### config.mk
export PLATFORM = sky130hd
export DESIGN_NAME = pwm_dc_ramp
export DESIGN_NICKNAME = d
export VERILOG_FILES = /design/src/rtl/pwm_dc_ramp_pkg.sv /design/src/rtl/pwm_ramp_tick.sv /design/src/rtl/pwm_dc_ramp.sv
export SDC_FILE = /design/constraint.sdc
export NUM_CORES = 1
export LEC_CHECK = 0
export ABC_CLOCK_PERIOD_IN_PS = 12260
export BUFFER_PORTS_ARGS = -buffer_cell sky130_fd_sc_hd__buf_2
export CORE_ASPECT_RATIO = 0.8
export CORE_MARGIN = 4
export CORE_UTILIZATION = 50
export DETAILED_ROUTE_END_ITERATION = 6
export PLACE_DENSITY = 0.71
export SYNTH_ARGS = -nofsm -noshare
export SYNTH_HDL_FRONTEND = slang
export SYNTH_SLANG_ARGS = --single-unit
export TNS_END_PERCENT = 1
### constraint.sdc
create_clock -name i_wb_clk -period 12.26 [get_ports i_wb_clk]
set_clock_uncertainty 0.05 [all_clocks]
set_input_delay 2.452 -clock i_wb_clk [delete_from_list [all_inputs] [get_ports i_wb_clk]]
set_output_delay 2.452 -clock i_wb_clk [all_outputs]
set_load 0.02 [all_outputs]
### src/rtl/pwm_dc_ramp_pkg.sv
// Shared types and defaults for the duty-cycle ramp block.
// No logic; imported by the ramp top and its prescaler.
// Widths here must track the pwm block's i_DC width.
package pwm_dc_ramp_pkg;

    localparam int DW_DEF  = 16;
    localparam int PSW_DEF = 16;
    localparam logic [DW_DEF-1:0] RESET_DC_DEF = 16'h0000;

    typedef enum logic [1:0] {
        ST_IDLE,
        ST_WAIT,
        ST_STEP
    } ramp_state_t;

endpackage

### src/rtl/pwm_ramp_tick.sv
// Step-interval prescaler: counts enabled, unheld cycles and ticks on interval match.
// Latency: tick is combinational from the count, asserted on the (interval+1)-th counted cycle.
// Backpressure: hold freezes the count and suppresses tick; clr has priority over counting.
module pwm_ramp_tick #(
    parameter int PSW = pwm_dc_ramp_pkg::PSW_DEF
) (
    input  logic           i_wb_clk,
    input  logic           i_wb_rst,
    input  logic           clr,
    input  logic           en,
    input  logic           hold,
    input  logic [PSW-1:0] interval,
    output logic           tick
);

    logic [PSW-1:0] cnt;

    assign tick = en && !hold && (cnt == interval);

    always_ff @(posedge i_wb_clk) begin
        if (i_wb_rst || clr || tick) begin
            cnt <= '0;
        end else if (en && !hold) begin
            cnt <= cnt + PSW'(1);
        end
    end

endmodule

### src/rtl/pwm_dc_ramp.sv
// Duty-cycle slew limiter feeding pwm i_DC/i_valid_DC: walks o_DC toward a clamped target.
// Latency: one step per interval+2 clocks; o_valid_DC/o_done are registered with the new o_DC.
// Backpressure: i_hold freezes prescaler and defers any pending step; no output change meanwhile.
module pwm_dc_ramp
    import pwm_dc_ramp_pkg::*;
#(
    parameter int              DW       = DW_DEF,
    parameter int              PSW      = PSW_DEF,
    parameter logic [DW-1:0]   DC_MAX   = {DW{1'b1}},
    parameter logic [DW-1:0]   RESET_DC = DW'(RESET_DC_DEF)
) (
    input  logic           i_wb_clk,
    input  logic           i_wb_rst,
    input  logic [DW-1:0]  i_target,
    input  logic           i_target_valid,
    input  logic [DW-1:0]  i_step,
    input  logic [PSW-1:0] i_interval,
    input  logic           i_hold,
    output logic [DW-1:0]  o_DC,
    output logic           o_valid_DC,
    output logic           o_busy,
    output logic           o_done
);

    ramp_state_t    state_q, state_d;
    logic [DW-1:0]  dc_q, tgt_q, step_q;
    logic [PSW-1:0] interval_q;
    logic           valid_q, done_q, done_d;
    logic           tick;

    logic [DW-1:0]        tgt_clamped;
    logic signed [DW:0]   diff;
    logic [DW:0]          mag;
    logic                 last_step;
    logic [DW-1:0]        stepped;
    logic                 do_step;
    logic [DW-1:0]        dc_next;
    logic                 changed;

    pwm_ramp_tick #(.PSW(PSW)) u_tick (
        .i_wb_clk (i_wb_clk),
        .i_wb_rst (i_wb_rst),
        .clr      (i_target_valid),
        .en       (state_q == ST_WAIT),
        .hold     (i_hold),
        .interval (interval_q),
        .tick     (tick)
    );

    assign tgt_clamped = (i_target > DC_MAX) ? DC_MAX : i_target;

    // Magnitude compare before add/sub rules out both overshoot and wrap.
    assign diff      = $signed({1'b0, tgt_q}) - $signed({1'b0, dc_q});
    assign mag       = diff[DW] ? (DW+1)'(-diff) : (DW+1)'(diff);
    assign last_step = (step_q == '0) || (mag <= {1'b0, step_q});
    assign stepped   = last_step ? tgt_q : (diff[DW] ? dc_q - step_q : dc_q + step_q);

    assign do_step = (state_q == ST_STEP) && !i_hold;
    assign dc_next = do_step ? stepped : dc_q;
    assign changed = do_step && (stepped != dc_q);

    always_comb begin
        state_d = state_q;
        done_d  = 1'b0;
        case (state_q)
            ST_IDLE: if (i_target_valid && (tgt_clamped != dc_q)) state_d = ST_WAIT;
            ST_WAIT: if (tick) state_d = ST_STEP;
            ST_STEP: begin
                if (do_step) begin
                    state_d = last_step ? ST_IDLE : ST_WAIT;
                    done_d  = last_step && changed;
                end
            end
            default: state_d = ST_IDLE;
        endcase
        // A retarget mid-ramp lets this cycle's update finish with the old values.
        if (i_target_valid && (state_q != ST_IDLE)) begin
            state_d = (tgt_clamped == dc_next) ? ST_IDLE : ST_WAIT;
            done_d  = changed && (tgt_clamped == dc_next);
        end
    end

    always_ff @(posedge i_wb_clk) begin
        if (i_wb_rst) begin
            state_q    <= ST_IDLE;
            dc_q       <= RESET_DC;
            valid_q    <= 1'b0;
            done_q     <= 1'b0;
            tgt_q      <= RESET_DC;
            step_q     <= '0;
            interval_q <= '0;
        end else begin
            state_q <= state_d;
            dc_q    <= dc_next;
            valid_q <= changed;
            done_q  <= done_d;
            if (i_target_valid) begin
                tgt_q      <= tgt_clamped;
                step_q     <= i_step;
                interval_q <= i_interval;
            end
        end
    end

    assign o_DC       = dc_q;
    assign o_valid_DC = valid_q;
    assign o_done     = done_q;
    assign o_busy     = (state_q != ST_IDLE);

endmodule
==> flow_summary.yaml, run 1 <==
power_and_ir_drop:
  p_sw_w: 0.000518
  p_leak_nw: 3.47
  switching_share_pct: 43.0
  p_seq_share_pct: 25.1
  peakVddDrop_uv: 110
  powerDensity_nw_per_um2: 146
  p_total_w: 0.00121
  p_int_w: 0.000687
  p_comb_share_pct: 52.2
  power.share.clock_pct: 22.7
layout:
  drive_gt1_share_pct: 11.6
  layout_commonest_cell: "nor2_1"
  fillerInstances: 1364
  area_growth_syn_to_layout_pct: 9.36
  fin_util_pct: 56.9
  diodes: 0
  final_nets: 1097
  final_cell_mix: "nor2_1 (121), dfxtp_1 (84), buf_2 (70)"
  final_area_um2: 8270
timing:
  min_period_ps: 6580
  hold_violations: 0
  finalSetupViolations: 0
  tightest_slew_ps: 955
  timing.final.ws_setup_ps: 5680
  rsz0062_at_grt: "no"
  period_share_pct: 53.6
  slew_violations: 0
  relSlewSlack_pct: 36.3
  clock.fmax_mhz: 152
  fin_setup_tns_ps: 0
clock_network:
  cts_resized: 0
  clock_latency_ps: 350
  clkSinkCount: 84
  cts-htree-levels: 3
  cts_root_buf: "clkbuf_16"
  cts_hold_buffers: 0
  post_cts_buffers: 0
  clockBufferDepth: 2
  clk_pin_slew_ps: 60
  cts_tree: "built"
  cts_buffers: 9
critical_path:
  r2r_start: "tgt_q[1]"
  crit_arrival_ps: 6790
  crit_start: "tgt_q[1]"
  reg2reg_depth: 22
  critPathRequiredTime_ps: 12470
  cp_max_fo: 11
  r2r_slack_ps: 5680
  endpoint_kind: "flop"
  start_kind: "flop"
  r2r-end: "o_done"
  crit_type: "flop to flop"
floorplanning:
  die_w_um: 145
  core_um2: 14500
  fp.dieH_um: 118
  die_area_um2: 17200
  ios: 71
  start_util_pct: 52.0
  fp-row-count: 39
synthesis:
  synth_ff_type: "dfxtp_1"
  synth.ff_latch_count: 84
  syn_inst: 950
  syn_nets: 1054
  syn_area_per_cell_um2: 7.96
  synthMuxAreaShare_pct: 7.84
  synth_edf_count: 0
  ys_warn_count: 0
  synth-compound-area-share_pct: 21.7
  synth-seq-area-share_pct: 22.2
  yosys.area.top_type: "dfxtp_1"
  async_flop_share_pct: 0
  yosys-top-cells-area: "dfxtp_1 (22%), ha_1 (8.3%), mux2i_1 (7.5%), xnor2_1 (7.5%), xor2_1 (6.0%)"
  synth_top_family_by_area: "compound AO/OA/AOI/OAI gates"
  yosysTopAreaCellShare_pct: 22.2
  synth_adder_area_share_pct: 8.80
  synth_area_um2: 7560
  yosys.area_share.simple_pct: 20.0
  synth.distinct_cells: 91
  synthXorXnorAreaFrac_pct: 14.1
placed_design:
  port_buffers: 70
  place_ws_ps: 5840
  dp_hpwl_um: 18500
  place_area_um2: 7980
  gp_congestion: 1.03
global_routing:
  overflow: 0
  grt_pass1_wl_um: 37400
  grt_pass1_vias: 6808
  grt_max_degree: 69
  antenna_found_initial: 0
  grt_use_total_pct: 26.8
run_status:
  status: "completed"
hold_path:
  hp-class: "flop to flop"
  min_from: "interval_q[5]"
  whs_path_depth: 2
  min_to: "interval_q[5]"
routing:
  via_per_inst: 6.24
  drt_iter0_drc: 825
  routed_wl_um: 23600
  ant_nets: 0
  route.detailed.drc: 0
  vias: 7378
  wl_per_cell_um: 20.0
  dr.pass1.iters: 6
job:
  timing.max_cap.violations: 0
-- routing by layer --
layer	part of all wire (%)	GRT usage (%)	vias to the layer above
met1	46	39.1	3463
met5	0	0	-
li1	-	-	3528
met4	2.2	8.48	0
met2	42	38.5	335
met3	9.8	6.77	52
-- sequential cells by signal, summed over array words and instances, names as in the netlist --
register	count
o_DC	16
o_done	1
interval_q	16
tgt_q	16
step_q	16
u_tick.cnt	16
o_valid_DC	1
state_q	2
-- synthesized netlist by cell type (all sizes together), types with 4 or more instances --
library cell  count
a31oi            11
o22ai             7
or2               7
and2              6
nand2            61
a221oi            9
a211oi           18
nor4             15
ha               50
o21ai            35
mux2i            57
nor2b            11
a311oi            7
or3              11
dfxtp            84
xor2             52
o31ai             6
o31a              4
nand2b            6
nor3             20
buf              17
a21oi            49
nand3            17
clkbuf           24
xnor2            65
nor2            122
nand4            18
and3              7
inv              56
a2111oi           5
a21o             13
a211o             4
o211ai            8
o221ai            5
o21a              9
-- worst max-delay path by stage --
stage          cells past startpoint  endpoint  slack, ps
6_report                          22    o_done       5680
5_1_grt                           21    o_done       5360
4_1_cts                           22    o_done       5820
3_5_place_dp                      22    o_done       5840
3_3_place_gp                      21    o_done       5900
2_1_floorplan                     25    o_done       6510
-- power by group through the flow --
stage          Combinational, W  Sequential (W)  Clock (W)
2_1_floorplan          0.000484        0.000301          0
5_1_grt                0.000683        0.000303   0.000288
4_1_cts                0.000614        0.000301   0.000276
3_5_place_dp           0.000609        0.000307          0
3_3_place_gp           0.000609        0.000307          0
6_report               0.000629        0.000302   0.000274
-- stage by stage --
stage                     hold WS, ps  instances
after floorplan                   428        950
after global placement            450       1166
after detailed placement          457       1166
after CTS                         473       1182
after global routing              495       1182
final                             466       1182
-- worst max-delay path, stage by stage (launching register included) --
cell and delay [ps]:
dfxtp_1 520, inv_1 180, fa_1 460, nand2b_1 200, a21o_1 260, a211oi_1 540
o41a_1 320, and2_2 180, nand2_1 50, o21ai_0 210, xor2_1 180, ha_1 260
a21o_1 180, a21o_1 170, a211oi_1 210, o21ai_0 160, o21a_1 250, a31oi_2 560
mux2i_1 260, or3_1 450, a2111oi_2 400, o211ai_1 170, a221oi_2 270
-- cells by family after synthesis --
group | count (synthesis)
mux | 59
compound gates | 226
xor+xnor | 119
simple gates | 313
buf+inv | 97
fa+ha+maj | 52
flops | 84
-- area by class of cell --
type / count / area [µm²] / area share (%)
Multi-Input combinational cell: 769 / 5480 / 66.3
Sequential cell: 84 / 1680 / 20.3
Timing Repair Buffer: 73 / 373 / 4.51
Clock buffer: 11 / 233 / 2.81
Tap cell: 184 / 230 / 2.78
Inverter: 56 / 210 / 2.54
Clock inverter: 5 / 60.1 / 0.726
(Power assumes the default switching activity.)
==> inputs of run 2 (changes only) <==
ABC_CLOCK_PERIOD_IN_PS = 5500   (was 12260)
PLACE_DENSITY = 0.74   (was 0.71)
clock period = 5.5 ns   (was 12.26 ns; I/O delays follow)
==> run 2 against run 1 <==
Clock-buffer cell count decreased by 1. Combinational power increased to 2.8 times the previous value. Largest power group unchanged. Fmax increased by 22%. Flip-flop and latch count unchanged. Power increased to 2.6 times the previous value. Via count increased by 5.9%. Highest routed layer is now met5. Register-to-register slack got worse by 5600 ps.
==> flow_summary.yaml, run 2 (synthesized netlist as in run 1, its figures left out) <==
run_status:
  status: "completed"
timing:
  fin_setup_tns_ps: 0
  tightest_slew_ps: 811
  hold_violations: 0
  relSlewSlack_pct: 46.0
  rsz0062_at_grt: "yes"
  period_share_pct: 97.8
  finalHoldWorstSlack_ps: 469
  clock.fmax_mhz: 186
  finalSetupViolations: 0
  min_period_ps: 5380
  slew_violations: 0
power_and_ir_drop:
  peakVddDrop_uv: 255
  p_leak_nw: 4.04
  powerDensity_nw_per_um2: 334
clock_network:
  cts_root_buf: "clkbuf_16"
  clockBufferDepth: 2
  clkSinkCount: 84
  cts_hold_buffers: 0
  clk_pin_slew_ps: 70
  clock_latency_ps: 350
  cts-htree-levels: 3
  cts_buffers: 9
  cts_tree: "built"
routing:
  route.detailed.drc: 0
  vias: 7810
  routed_wl_um: 25500
  drt_iter0_drc: 892
  via_per_inst: 6.09
  dr.pass1.iters: 6
  ant_nets: 0
  wl_per_cell_um: 19.9
layout:
  layout_commonest_cell: "nor2_1"
  area_growth_syn_to_layout_pct: 23.3
  drive_gt1_share_pct: 23.7
  final_nets: 1197
  final_area_um2: 9330
  final_cell_mix: "nor2_1 (118), buf_4 (102), dfxtp_1 (82)"
  fillerInstances: 1294
  diodes: 0
global_routing:
  grt_pass1_wl_um: 39300
  grt_use_total_pct: 28.6
  overflow: 0
  grt_max_degree: 39
  grt_pass1_vias: 7125
  antenna_found_initial: 1
floorplanning:
  fp.dieH_um: 118
  core_um2: 14500
  fp-row-count: 39
  ios: 71
  die_area_um2: 17200
  start_util_pct: 52.0
  die_w_um: 145
placed_design:
  dp_hpwl_um: 20200
  gp_congestion: 1.03
  place_area_um2: 8650
  port_buffers: 70
critical_path:
  critPathRequiredTime_ps: 5720
  crit_slowest_cell: "or3_4"
  critical_path_buf_inv_count: 3
  path_cells: "inv_1 > ha_2 > fa_2 > nand2b_4 > a21o_1 > a21bo_2 > a221o_1 > buf_4 > nand2_8 > buf_4 > a31oi_1 > xor2_1 > ha_1 > a21o_1 > a21oi_1 > a21oi_1 > o31a_1 > o21a_2 > a31oi_4 > mux2i_2 > or3_4 > a2111oi_4 > o211ai_1 > a221oi_2"
  start_kind: "flop"
  cp_max_fo: 9
  worst_path_largest_cell_delay_ps: 410
  crit_type: "flop to flop"
  critical-path-top-delay-family: "compound AO/OA/AOI/OAI gates"
  endpoint_kind: "flop"
  crit_arrival_ps: 5600
hold_path:
  hp-class: "flop to flop"
job:
  timing.max_cap.violations: 0
run 2: changes by cell type in the layout (fill, tap and decap cells not counted), moves of 3 or more:
cell     change
o21ai_0      -3
buf_4       +99
o21ai_1      +3
a21oi_1      -3
xnor2_2      +3
a21oi_2      +3
xnor2_1      -3
ha_1         -6
ha_2         +5
nor2_1       -3
run 2: what timing repair did:
| action | in CTS | in global routing |
|---|---|---|
| setup endpoints to repair | 3 | 3 |
| buffers inserted | 5 | 7 |
| resized for setup | 14 | 43 |
| pin swaps | 11 | 21 |
run 2: cell type report:
class                   instances  area, µm²  share of cell area [%]
well taps                     184        230                    2.47
clock inverters                 6       96.3                    1.03
flip-flops and latches         84       1680                    18.1
clock buffers                  10        229                    2.45
inverters                      56        210                    2.25
repair buffers                173       1130                    12.1
multi-input cells             769       5750                    61.6
run 2: worst reg2reg max path: stages (launching register included):
cell and delay [ps]:
dfxtp_2 330, inv_1 50, ha_2 180, fa_2 370, nand2b_4 150, a21o_1 190
a21bo_2 230, a221o_1 350, buf_4 170, nand2_8 80, buf_4 150, a31oi_1 50
xor2_1 150, ha_1 310, a21o_1 160, a21oi_1 150, a21oi_1 90, o31a_1 300
o21a_2 270, a31oi_4 230, mux2i_2 120, or3_4 410, a2111oi_4 360, o211ai_1 150
a221oi_2 260
run 2: power breakdown:
group,total [W],internal [W],switching (W)
Clock,0.000676,0.000404,0.000272
Sequential,0.000662,0.000633,0.0000289
Combinational,0.00178,0.000796,0.000979
Total,0.00311,0.00183,0.00128
run 2: per-stage QoR:
step,power (W),util [%],setup slack (ps),cells
after floorplan,0.00175,-,5.08,950
after CTS,0.00298,62.4,41.1,1275
after global placement,0.00226,59.5,-28.6,1254
after global routing,0.00327,64.1,-46.5,1282
after detailed placement,0.00226,59.5,-131,1254
final,0.00311,64.1,121,1282
run 2: final timing paths:
| kind | start | end | slack, ps | cells past startpoint |
|---|---|---|---|---|
| worst max register to register | tgt_q[0] | o_done | 120 | 24 |
| worst min-delay path | interval_q[5] | interval_q[5] | 470 | 2 |
| worst max-delay path | tgt_q[0] | o_done | 120 | 24 |
| worst min register to register | interval_q[5] | interval_q[5] | 470 | 2 |
run 2: metal layers:
metal / share of wire [%] / GRT usage (%) / up-vias
met5: 0.027 / 0 / -
met4: 2.1 / 7.30 / 2
met3: 10 / 6.89 / 42
met2: 42 / 41.7 / 383
met1: 46 / 41.9 / 3657
li1: - / - / 3726
